[config.mk]
export PLATFORM = sky130hd
export DESIGN_NAME = serial_subtractor
export DESIGN_NICKNAME = d
export VERILOG_FILES = /design/src/rtl/serial_subtractor.sv
export SDC_FILE = /design/constraint.sdc
export NUM_CORES = 1
export LEC_CHECK = 0
export BUFFER_PORTS_ARGS = -buffer_cell sky130_fd_sc_hd__buf_2
export CELL_PAD_IN_SITES_DETAIL_PLACEMENT = 1
export CELL_PAD_IN_SITES_GLOBAL_PLACEMENT = 2
export CORE_MARGIN = 2
export CORE_UTILIZATION = 39
export CTS_CLUSTER_SIZE = 28
export DETAILED_ROUTE_END_ITERATION = 8
export GPL_TIMING_DRIVEN = 0
export PLACE_DENSITY_LB_ADDON = 0.3
export SYNTH_ARGS = -nofsm -noshare
export SYNTH_HDL_FRONTEND = slang
export SYNTH_SLANG_ARGS = --single-unit
[constraint.sdc]
create_clock -name clk -period 2.9 [get_ports clk]
set_input_delay 0.435 -clock clk [delete_from_list [all_inputs] [get_ports clk]]
set_output_delay 0.435 -clock clk [all_outputs]
set_load 0.02 [all_outputs]
[src/rtl/serial_subtractor.sv]
// serial_subtractor: bit-serial two's-complement subtractor, diff = a - b,
// one bit per clock, LSB first, using one full-adder cell with inverted b
// and a borrow flip-flop.
// Ports:
//   clk        - clock, rising edge
//   rst        - asynchronous reset, active-high
//   start      - operation request, sampled only while idle
//   a, b       - minuend / subtrahend, captured on accepted start
//   busy       - high whenever the unit is not idle
//   done       - one-cycle pulse, result valid from this cycle
//   diff       - a - b mod 2^WIDTH
//   borrow_out - 1 iff a < b (unsigned)
//   overflow   - signed overflow of a - b
module serial_subtractor #(
    parameter int unsigned WIDTH = 8
) (
    input  logic             clk,
    input  logic             rst,
    input  logic             start,
    input  logic [WIDTH-1:0] a,
    input  logic [WIDTH-1:0] b,
    output logic             busy,
    output logic             done,
    output logic [WIDTH-1:0] diff,
    output logic             borrow_out,
    output logic             overflow
);

    localparam int unsigned CW = $clog2(WIDTH) + 1;

    typedef enum logic [1:0] {
        S_IDLE  = 2'd0,
        S_SHIFT = 2'd1,
        S_DONE  = 2'd2
    } state_t;

    state_t           r_state;
    logic [WIDTH-1:0] r_a_sr;
    logic [WIDTH-1:0] r_b_sr;
    logic [WIDTH-1:0] r_r_sr;
    logic             r_br;
    logic [CW-1:0]    r_cnt;
    logic             r_a_msb;
    logic             r_b_msb;
    logic             r_busy;
    logic             r_done;
    logic [WIDTH-1:0] r_diff;
    logic             r_borrow;
    logic             r_ovf;

    logic             w_x;
    logic             w_y;
    logic             w_d;
    logic             w_br_next;
    logic [WIDTH-1:0] w_r_next;
    logic             w_last;

    // Full-subtractor cell: a + ~b + 1 expressed with an active-high borrow
    assign w_x       = r_a_sr[0];
    assign w_y       = r_b_sr[0];
    assign w_d       = w_x ^ w_y ^ r_br;
    assign w_br_next = (~w_x & w_y) | (~(w_x ^ w_y) & r_br);
    assign w_r_next  = {w_d, r_r_sr[WIDTH-1:1]};
    assign w_last    = (r_cnt == CW'(WIDTH - 1));

    // Control FSM and datapath; result registers only update on the last bit
    always_ff @(posedge clk or posedge rst) begin
        if (rst) begin
            r_state  <= S_IDLE;
            r_a_sr   <= '0;
            r_b_sr   <= '0;
            r_r_sr   <= '0;
            r_br     <= 1'b0;
            r_cnt    <= '0;
            r_a_msb  <= 1'b0;
            r_b_msb  <= 1'b0;
            r_busy   <= 1'b0;
            r_done   <= 1'b0;
            r_diff   <= '0;
            r_borrow <= 1'b0;
            r_ovf    <= 1'b0;
        end else begin
            case (r_state)
                S_IDLE: begin
                    r_done <= 1'b0;
                    if (start) begin
                        r_a_sr  <= a;
                        r_b_sr  <= b;
                        r_br    <= 1'b0;
                        r_cnt   <= '0;
                        r_a_msb <= a[WIDTH-1];
                        r_b_msb <= b[WIDTH-1];
                        r_busy  <= 1'b1;
                        r_state <= S_SHIFT;
                    end
                end
                S_SHIFT: begin
                    r_r_sr <= w_r_next;
                    r_a_sr <= {1'b0, r_a_sr[WIDTH-1:1]};
                    r_b_sr <= {1'b0, r_b_sr[WIDTH-1:1]};
                    r_br   <= w_br_next;
                    r_cnt  <= r_cnt + CW'(1);
                    if (w_last) begin
                        r_diff   <= w_r_next;
                        r_borrow <= w_br_next;
                        // Overflow only possible when operand signs differ
                        r_ovf    <= (r_a_msb != r_b_msb) && (w_d != r_a_msb);
                        r_done   <= 1'b1;
                        r_state  <= S_DONE;
                    end
                end
                S_DONE: begin
                    r_done  <= 1'b0;
                    r_busy  <= 1'b0;
                    r_state <= S_IDLE;
                end
                default: begin
                    r_done  <= 1'b0;
                    r_busy  <= 1'b0;
                    r_state <= S_IDLE;
                end
            endcase
        end
    end

    assign busy       = r_busy;
    assign done       = r_done;
    assign diff       = r_diff;
    assign borrow_out = r_borrow;
    assign overflow   = r_ovf;

endmodule
After elaboration in Yosys (flattened, before gate mapping). Cells that the tools add are included.

Register bits: 45. Input port bits: 19. Output and inout bits: 12. Word-level logic and storage cells: 51.

$add $sub $neg: 1. Eq/ne operators: 6. Mux-type cells: 15. Bitwise operators: 8. Reduce and logical (&&, ||, !) cells: 8.

Operators by type and width (number): $pmux W8 S2 (2); $mux W8 (2); $reduce_and A2 Y1 (5); $pmux W4 S2 (1); $add A4 B1 Y4 const B (1); $eq A4 B3 Y1 const B (1); $mux W1 (4); $mux W2 (2); $mux W4 (1); $ne A2 B2 Y1 const B (2); $pmux W1 S2 (2); $pmux W2 S2 (1); $not A1 Y1 (3); $and A1 B1 Y1 (2); $eq A2 B1 Y1 const B (1); $logic_not A2 Y1 (1); $ne A1 B1 Y1 (2); $reduce_bool A2 Y1 (1); $xor A1 B1 Y1 (2); $logic_and A1 B1 Y1 (1); $or A1 B1 Y1 (1).

Longest topological paths before layout. Gate-level depths: netlist of the first run.

Depth in word-level cells: 5. Gate-level depth with buffers: 5. Mapped depth without buffers: 5.

Worst setup path after synthesis of the first run. OpenSTA, ideal clock, no wires.

Kind: register to register. Start point: reg r_cnt[0]. End point: reg r_diff[0], in the netlist diff[0]. Library setup time: 125 ps. Arrival: 1378 ps. Data required time: 2775 ps. Slack: 1397 ps. Cell stages (with the launch flop): 6. Path buffers: 1. Period minus slack after synthesis: 1503 ps. Cells stage by stage: dfrtp_1 ha_1 and3b_4 and2_4 buf_12 mux2_4.

Longest elaborated chain between the ends: 2.

Ends and longest elaborated chain: from (decl) (RTL line 42) `logic [CW-1:0] r_cnt;`; from (signal assigned) (RTL line 102) `r_cnt <= r_cnt + CW'(1);`; $eq A4 B3 Y1 (RTL line 64) `assign w_last = (r_cnt == CW'(WIDTH - 1));`; $reduce_and A2 Y1 (no source line); to (signal assigned) (RTL line 104) `r_diff <= w_r_next;`; to (decl) (RTL line 47) `logic [WIDTH-1:0] r_diff;`.

Every way passes these cells. A chain may end at the register's enable or synchronous reset.

Final worst setup path of the first run.
Start point: reg r_cnt[0]. End point: reg r_diff[3], in the netlist diff[3].

The elaborated chain is that of the path after synthesis.

==> results of run 1 <==
==> through the flow <==
| stage | utilization [%] | std cells |
|---|---|---|
| 2_1_floorplan | - | 173 |
| 3_3_place_gp | 45.4 | 270 |
| 3_5_place_dp | 45.4 | 270 |
| 4_1_cts | 47.4 | 278 |
| 5_1_grt | 47.4 | 278 |
| 6_report | 47.4 | 278 |
==> critical path, cell delays in order (launching register included) <==
cell,delay (ns)
dfrtp_1,0.44
ha_1,0.26
and3b_4,0.20
and2_4,0.17
buf_12,0.15
mux2_4,0.30
==> per-layer routing <==
layer,global-route usage [%],vias to the layer above
li1,-,663
met1,21.0,698
met2,29.4,37
met3,4.07,9
met4,6.55,0
met5,0,-
==> area by class of cell <==
| class | instances | area, um^2 | share of cell area, % |
|---|---|---|---|
| Clock buffer | 6 | 82.6 | 3.67 |
| Inverter | 4 | 15.0 | 0.667 |
| Clock inverter | 2 | 10.0 | 0.444 |
| Sequential cell | 44 | 1100 | 48.9 |
| Tap cell | 67 | 83.8 | 3.72 |
| Multi-Input combinational cell | 114 | 739 | 32.8 |
| Timing Repair Buffer | 30 | 150 | 6.67 |
| Buffer | 11 | 70.1 | 3.11 |
==> power groups by stage <==
stage                     sequential [uW]  clock (uW)  combinational [uW]
after floorplan                      1080           0                 550
after global placement               1010           0                 831
after detailed placement             1030           0                 875
after CTS                            1020         409                 882
after global routing                 1050         442                 955
final                                1020         396                 861
==> worst max path at each step <==
stage / end / slack, ns
detailed placement: r_a_msb / 1.17
global placement: r_a_sr[4] / 0.90
global route: overflow / 1.19
floorplan: diff[0] / 1.40
CTS: r_a_msb / 1.25
finish: diff[3] / 1.28
==> registers in the layout, indices dropped and copies added, names as in the netlist <==
name / cells
done: 1
diff: 8
r_a_sr: 8
borrow_out: 1
r_a_msb: 1
r_br: 1
r_b_sr: 8
r_b_msb: 1
r_r_sr: 7
busy: 1
r_state: 2
overflow: 1
r_cnt: 4
==> cells by family (layout without fill, tap and decap cells) <==
logic type,count (synthesis),count (layout)
adders and majority gates,2,2
and+or+nand+nor,59,59
DFF,44,44
buffers and inverters,15,53
AOI/OAI and AO/OA,41,41
muxes,12,12
==> cells in the final DEF (no fill, tap or decap) <==
cell,netlist,layout
dfrtp_1,44,44
nand2_1,37,37
buf_2,2,32
o21ai_0,14,14
a21oi_1,12,12
and3b_1,9,9
mux2_4,8,8
clkbuf_8,0,6
a22oi_1,5,5
clkbuf_1,4,4
nor2_1,4,4
nand2b_1,3,3
inv_1,4,3
o22ai_1,3,3
mux2_2,3,3
a22o_1,3,3
nor2b_1,2,2
clkbuf_2,2,2
buf_4,2,2
clkinv_2,0,2
o21bai_1,1,1
and3b_4,1,1
and2_4,1,1
buf_12,1,1
and2b_1,1,1
nand3_1,1,1
a41oi_1,1,1
a31oi_1,1,1
inv_2,0,1
mux2i_1,1,1
a22o_2,1,1
fa_1,1,1
ha_1,1,1
==> metrics, run 1 <==
asr flop ratio synth=100%; Place WS=1.17 ns; first drt pass iteration count=4; final period utilization=56.0%; initial antenna violation count=0; top-count cell post-synth=dfrtp_1; endpoints failing setup=0; Comb power frac=37.8%; Critical Path Source Type=flop; worst skew pair latency=0.30 ns; crit path launch=r_cnt[0]; slew at the pin closest to its max-slew limit=0.905 ns; TritonCTS clock tree=done; Post-layout nets=231; largest cells by area after synthesis=dfrtp_1 57%, nand2_1 7.2%, mux2_4 6.2%, and3b_1 4.1%, o21ai_0 3.6%; # IOs=31; Power Dens Cells=1010 nW/um^2; hpwl dp=3010 um; Max VDD drop=0.363 mV; WP data arrival=1.80 ns; gpl congestion=0.772; metal3 WL=190 um; critical path class=flop to flop; hold_ws=0.333 ns; Slew Limit Fails=0; CTS Root Cell=clkbuf_8; largest area contributor in the netlist=dfrtp_1; Clk pwr share=17.4%; total clock sinks=44; Post-DP Area=2160 um^2; Post-synth EDFFs=0; main combinational cell family by area after synthesis=simple AND/OR/NAND/NOR gates; reg-to-reg slack, setup=1.28 ns; residual DRC count=0; clk slew on worst S/H paths=0.08 ns; setup slack after layout=1.28 ns; drt first-iter violations=24; Pwr Total=2280 uW; Layout Skew=0.00828 ns; Synth Area in Adders=1.69%; cell leakage power=0.00112 uW; RSZ-0062 raised after global routing=no; Layout area overhead=17.0%; post-CTS sizing=0; Post-Syn Instances=173; die width=74.3 um; Synth Warn #=0; die area=5520 um^2; reg2reg end=diff[3]; post-synthesis mux area share=8.51%; row count=25; post-synthesis cell area=1930 um^2; max cap viols=0; Critical Path Fanout Max=10; H-tree levels=2; share of post-route cells with drive strength above 1=28.4%; simple logic cell fraction of the synthesized area=15.5%; Antenna Cells=0; Filler cells=563; #FFs+latches synth=44; Hold Crit Class=primary input to asynchronous set/reset pin; number of global-route vias before repair=1,476; Post-Layout Inst Area=2250 um^2; TritonCTS buffer count=5; Routed WL=4240 um; XOR/XNOR Fraction of Synth Area=0%; vias=1,407; post-synth net total=194; cell count of the worst reg-to-reg path=5; Clock Path Buffers=2; DRT met1 WL=1830 um; Synth Area in Compound Gates=12.7%; CP Capture Type=flop; first-pass GRT wire length=7060 um; synth unique cells=30; Hold Buf Count CTS=0; total gr overflow=0; Die Y=74.3 um; Period minus WS final=1.62 ns; Synth Flop Type=dfrtp_1; global-route usage over all layers=17.1%; Placeable Area=4750 um^2; routed wire length on met2=2130 um; FF-to-FF Start=r_cnt[0]; Post-synth top cells=44 x dfrtp_1, 37 x nand2_1, 14 x o21ai_0; outcome=complete, no violations; per-cell routed wire length=15.3 um; final hold vios=0; uppermost routed layer=met4; Seq/Total Area, Yosys=57.2%; NetSw=837 uW; Port Buf Inserts=30; post-CTS repair timing setup buffer count=0; sw frac=36.8%; max_slew headroom=39.6%; fmax=0.615 GHz; drt via density=5.06; post-route antenna net violation count=0; CP required=3.08 ns; Starting Density=40.5%; post-synth top area share=57.2%; Post-Syn Area per Cell=11.1 um^2; largest net degree at the start of global routing=45; setup TNS=0 ns; sequential power share=44.8%; cell internal pwr=1440 uW
Note: power is estimated with default switching activity, not from simulation.
==> run 2: changes to the inputs <==
- CORE_UTILIZATION: 39 -> 32
- clock period: 2.9 -> 1.48 ns (I/O delays scaled with it)
==> metrics, run 2 (synthesis gave the netlist of run 1 again) <==
outcome=finished with violations (was complete, no violations); violated checks=negative setup slack; TritonCTS clock tree=done (unchanged); final core utilization=40.6% (was 47.4%); hold_ws=0.171 ns (was 0.333 ns); Port Buf Inserts=30 (unchanged); row count=28 (was 25); Finished Layout Cells=292 (was 278); Comb power frac=37.7% (was 37.8%); Power Dens Cells=2040 nW/um^2 (was 1010 nW/um^2); Period minus WS final=1.51 ns (was 1.62 ns); FF-to-FF Start=r_br (was r_cnt[0]); final hold vios=0 (unchanged); Critical Path Fanout Max=3 (was 10); number of global-route vias before repair=1,555 (was 1,476); reg2reg end=overflow (was diff[3]); Clock Path Buffers=2 (unchanged); Clk pwr share=21.3% (was 17.4%); per-cell routed wire length=15.1 um (was 15.3 um); Cells after DPL=279 (was 270); Slew Limit Fails=0 (unchanged); Max VDD drop=0.587 mV (was 0.363 mV); die width=81.6 um (was 74.3 um); sequential power share=41.1% (was 44.8%); clk slew on worst S/H paths=0.09 ns (was 0.08 ns); die area=6650 um^2 (was 5520 um^2); setup TNS=-0.0299 ns (was 0 ns); worst skew pair latency=0.30 ns (about the same); # IOs=31 (unchanged); CTS Root Cell=clkbuf_8 (unchanged); Starting Density=32.9% (was 40.5%); Layout area overhead=23.3% (was 17.0%); drt first-iter violations=42 (was 24); fmax=0.662 GHz (was 0.615 GHz); RSZ-0062 raised after global routing=yes (was no); hold_sp=b[7]; critical path's slowest cell=fa_1 (was dfrtp_1); max_slew headroom=65.3% (was 39.6%); reg-to-reg slack, setup=-0.03 ns (was 1.28 ns); cell leakage power=0.00118 uW (was 0.00112 uW); share of post-route cells with drive strength above 1=32.3% (was 28.4%); global-route usage over all layers=15.4% (was 17.1%); total gr overflow=0 (unchanged); Place WS=-0.132 ns (was 1.17 ns); final period utilization=102% (was 56.0%); slew at the pin closest to its max-slew limit=0.520 ns (was 0.905 ns); Placeable Area=5850 um^2 (was 4750 um^2); Critical Path Source Type=flop (unchanged); max incr delay on CP=0.58 ns (was 0.44 ns); vias=1,399 (was 1,407); drt via density=4.79 (was 5.06); CP cell instances=inv_1 -> fa_1 -> nand2b_1 -> o22ai_1 -> mux2_4 (was ha_1 -> and3b_4 -> and2_4 -> buf_12 -> mux2_4); Routed WL=4420 um (was 4240 um); hpwl dp=3130 um (was 3010 um); sw frac=34.9% (was 36.8%); initial antenna violation count=0 (unchanged); CP required=1.67 ns (was 3.08 ns); setup slack after layout=-0.0299 ns (was 1.28 ns); first-pass GRT wire length=7650 um (was 7060 um); H-tree levels=2 (unchanged); post-route antenna net violation count=0 (unchanged); critical path class=flop to flop (unchanged); CP Capture Type=flop (unchanged); Buf/Inv on CP=1 (unchanged); most common cell after layout, fill and taps aside=dfrtp_1 (unchanged); hold endpoint=r_b_sr[7]; gpl congestion=0.733 (was 0.772); Post-layout nets=237 (was 231); commonest non-fill, non-tap cells in the layout=44 x dfrtp_1, 37 x nand2_1, 31 x buf_2, 14 x o21ai_0, 12 x a21oi_1 (was 44 x dfrtp_1, 37 x nand2_1, 32 x buf_2, 14 x o21ai_0, 12 x a21oi_1); cell internal pwr=3150 uW (was 1440 uW); endpoints failing setup=1 (was 0); Antenna Cells=0 (unchanged); residual DRC count=0 (unchanged); total clock sinks=44 (unchanged); largest net degree at the start of global routing=25 (was 45); NetSw=1690 uW (was 837 uW); cell count of the worst reg-to-reg path=5 (unchanged); Hold Crit Class=primary input to flop (was primary input to asynchronous set/reset pin); WP data arrival=1.70 ns (was 1.80 ns); Die Y=81.6 um (was 74.3 um); first drt pass iteration count=3 (was 4); delay-heaviest family, CP=adder cells (was flip-flops); max cap viols=0 (unchanged); TritonCTS buffer count=5 (unchanged); Layout Skew=0.00306 ns (was 0.00828 ns); hold path cells=2
## run 2: stage by stage
stage	cell area [um^2]	power (uW)
after global placement	2170	3620
after floorplan	1930	3200
final	2370	4850
after CTS	2370	4910
after global routing	2370	5230
after detailed placement	2200	3760
## run 2: worst max-delay path by stage
stage	cells after the start	end	slack (ns)	from
after floorplan	5	diff[0]	0.008	r_cnt[0]
after global placement	2	r_a_sr[4]	-0.35	rst
after detailed placement	5	diff[4]	-0.13	r_cnt[0]
after CTS	5	overflow	-0.03	r_b_sr[0]
after global routing	5	overflow	-0.10	r_br
final	5	overflow	-0.03	r_br
## run 2: what timing repair did
item	CTS	global route
endpoints found under the setup margin	11	24
setup buffers	6	0
endpoints found under the hold margin	20	0
pin swaps	2	1
resized for setup	3	7
hold buffers	1	0
## run 2: layer usage
layer / wire (um) / vias to the layer above / global-route usage, %
met5: 0 / - / 0
met4: 63 / 0 / 5.00
met3: 199 / 6 / 3.85
met2: 2140 / 28 / 25.3
met1: 2010 / 692 / 19.9
li1: - / 673 / -
## run 2: power by group through the flow
stage                     registers, uW  logic [uW]  clock network [uW]
after global routing               2060        2060                1110
after global placement             1990        1640                   0
after detailed placement           2030        1730                   0
after floorplan                    2120        1080                   0
final                              1990        1830                1030
after CTS                          1990        1860                1060
## run 2: area by class of cell
class                      count  area (um^2)
inverter                       4         15.0
sequential                    44         1100
timing repair buffer          38          233
multi-input combinational    114          753
clock buffer                   7         96.3
tap                           75         93.8
fill                         679         3480
clock inverter                 1         30.0
buffer                         9         52.6
## run 2: worst register-to-register path, cell delays in order (launching register included)
cell and delay (ns):
dfrtp_1 0.33, inv_1 0.06, fa_1 0.58, nand2b_1 0.11, o22ai_1 0.07, mux2_4 0.25
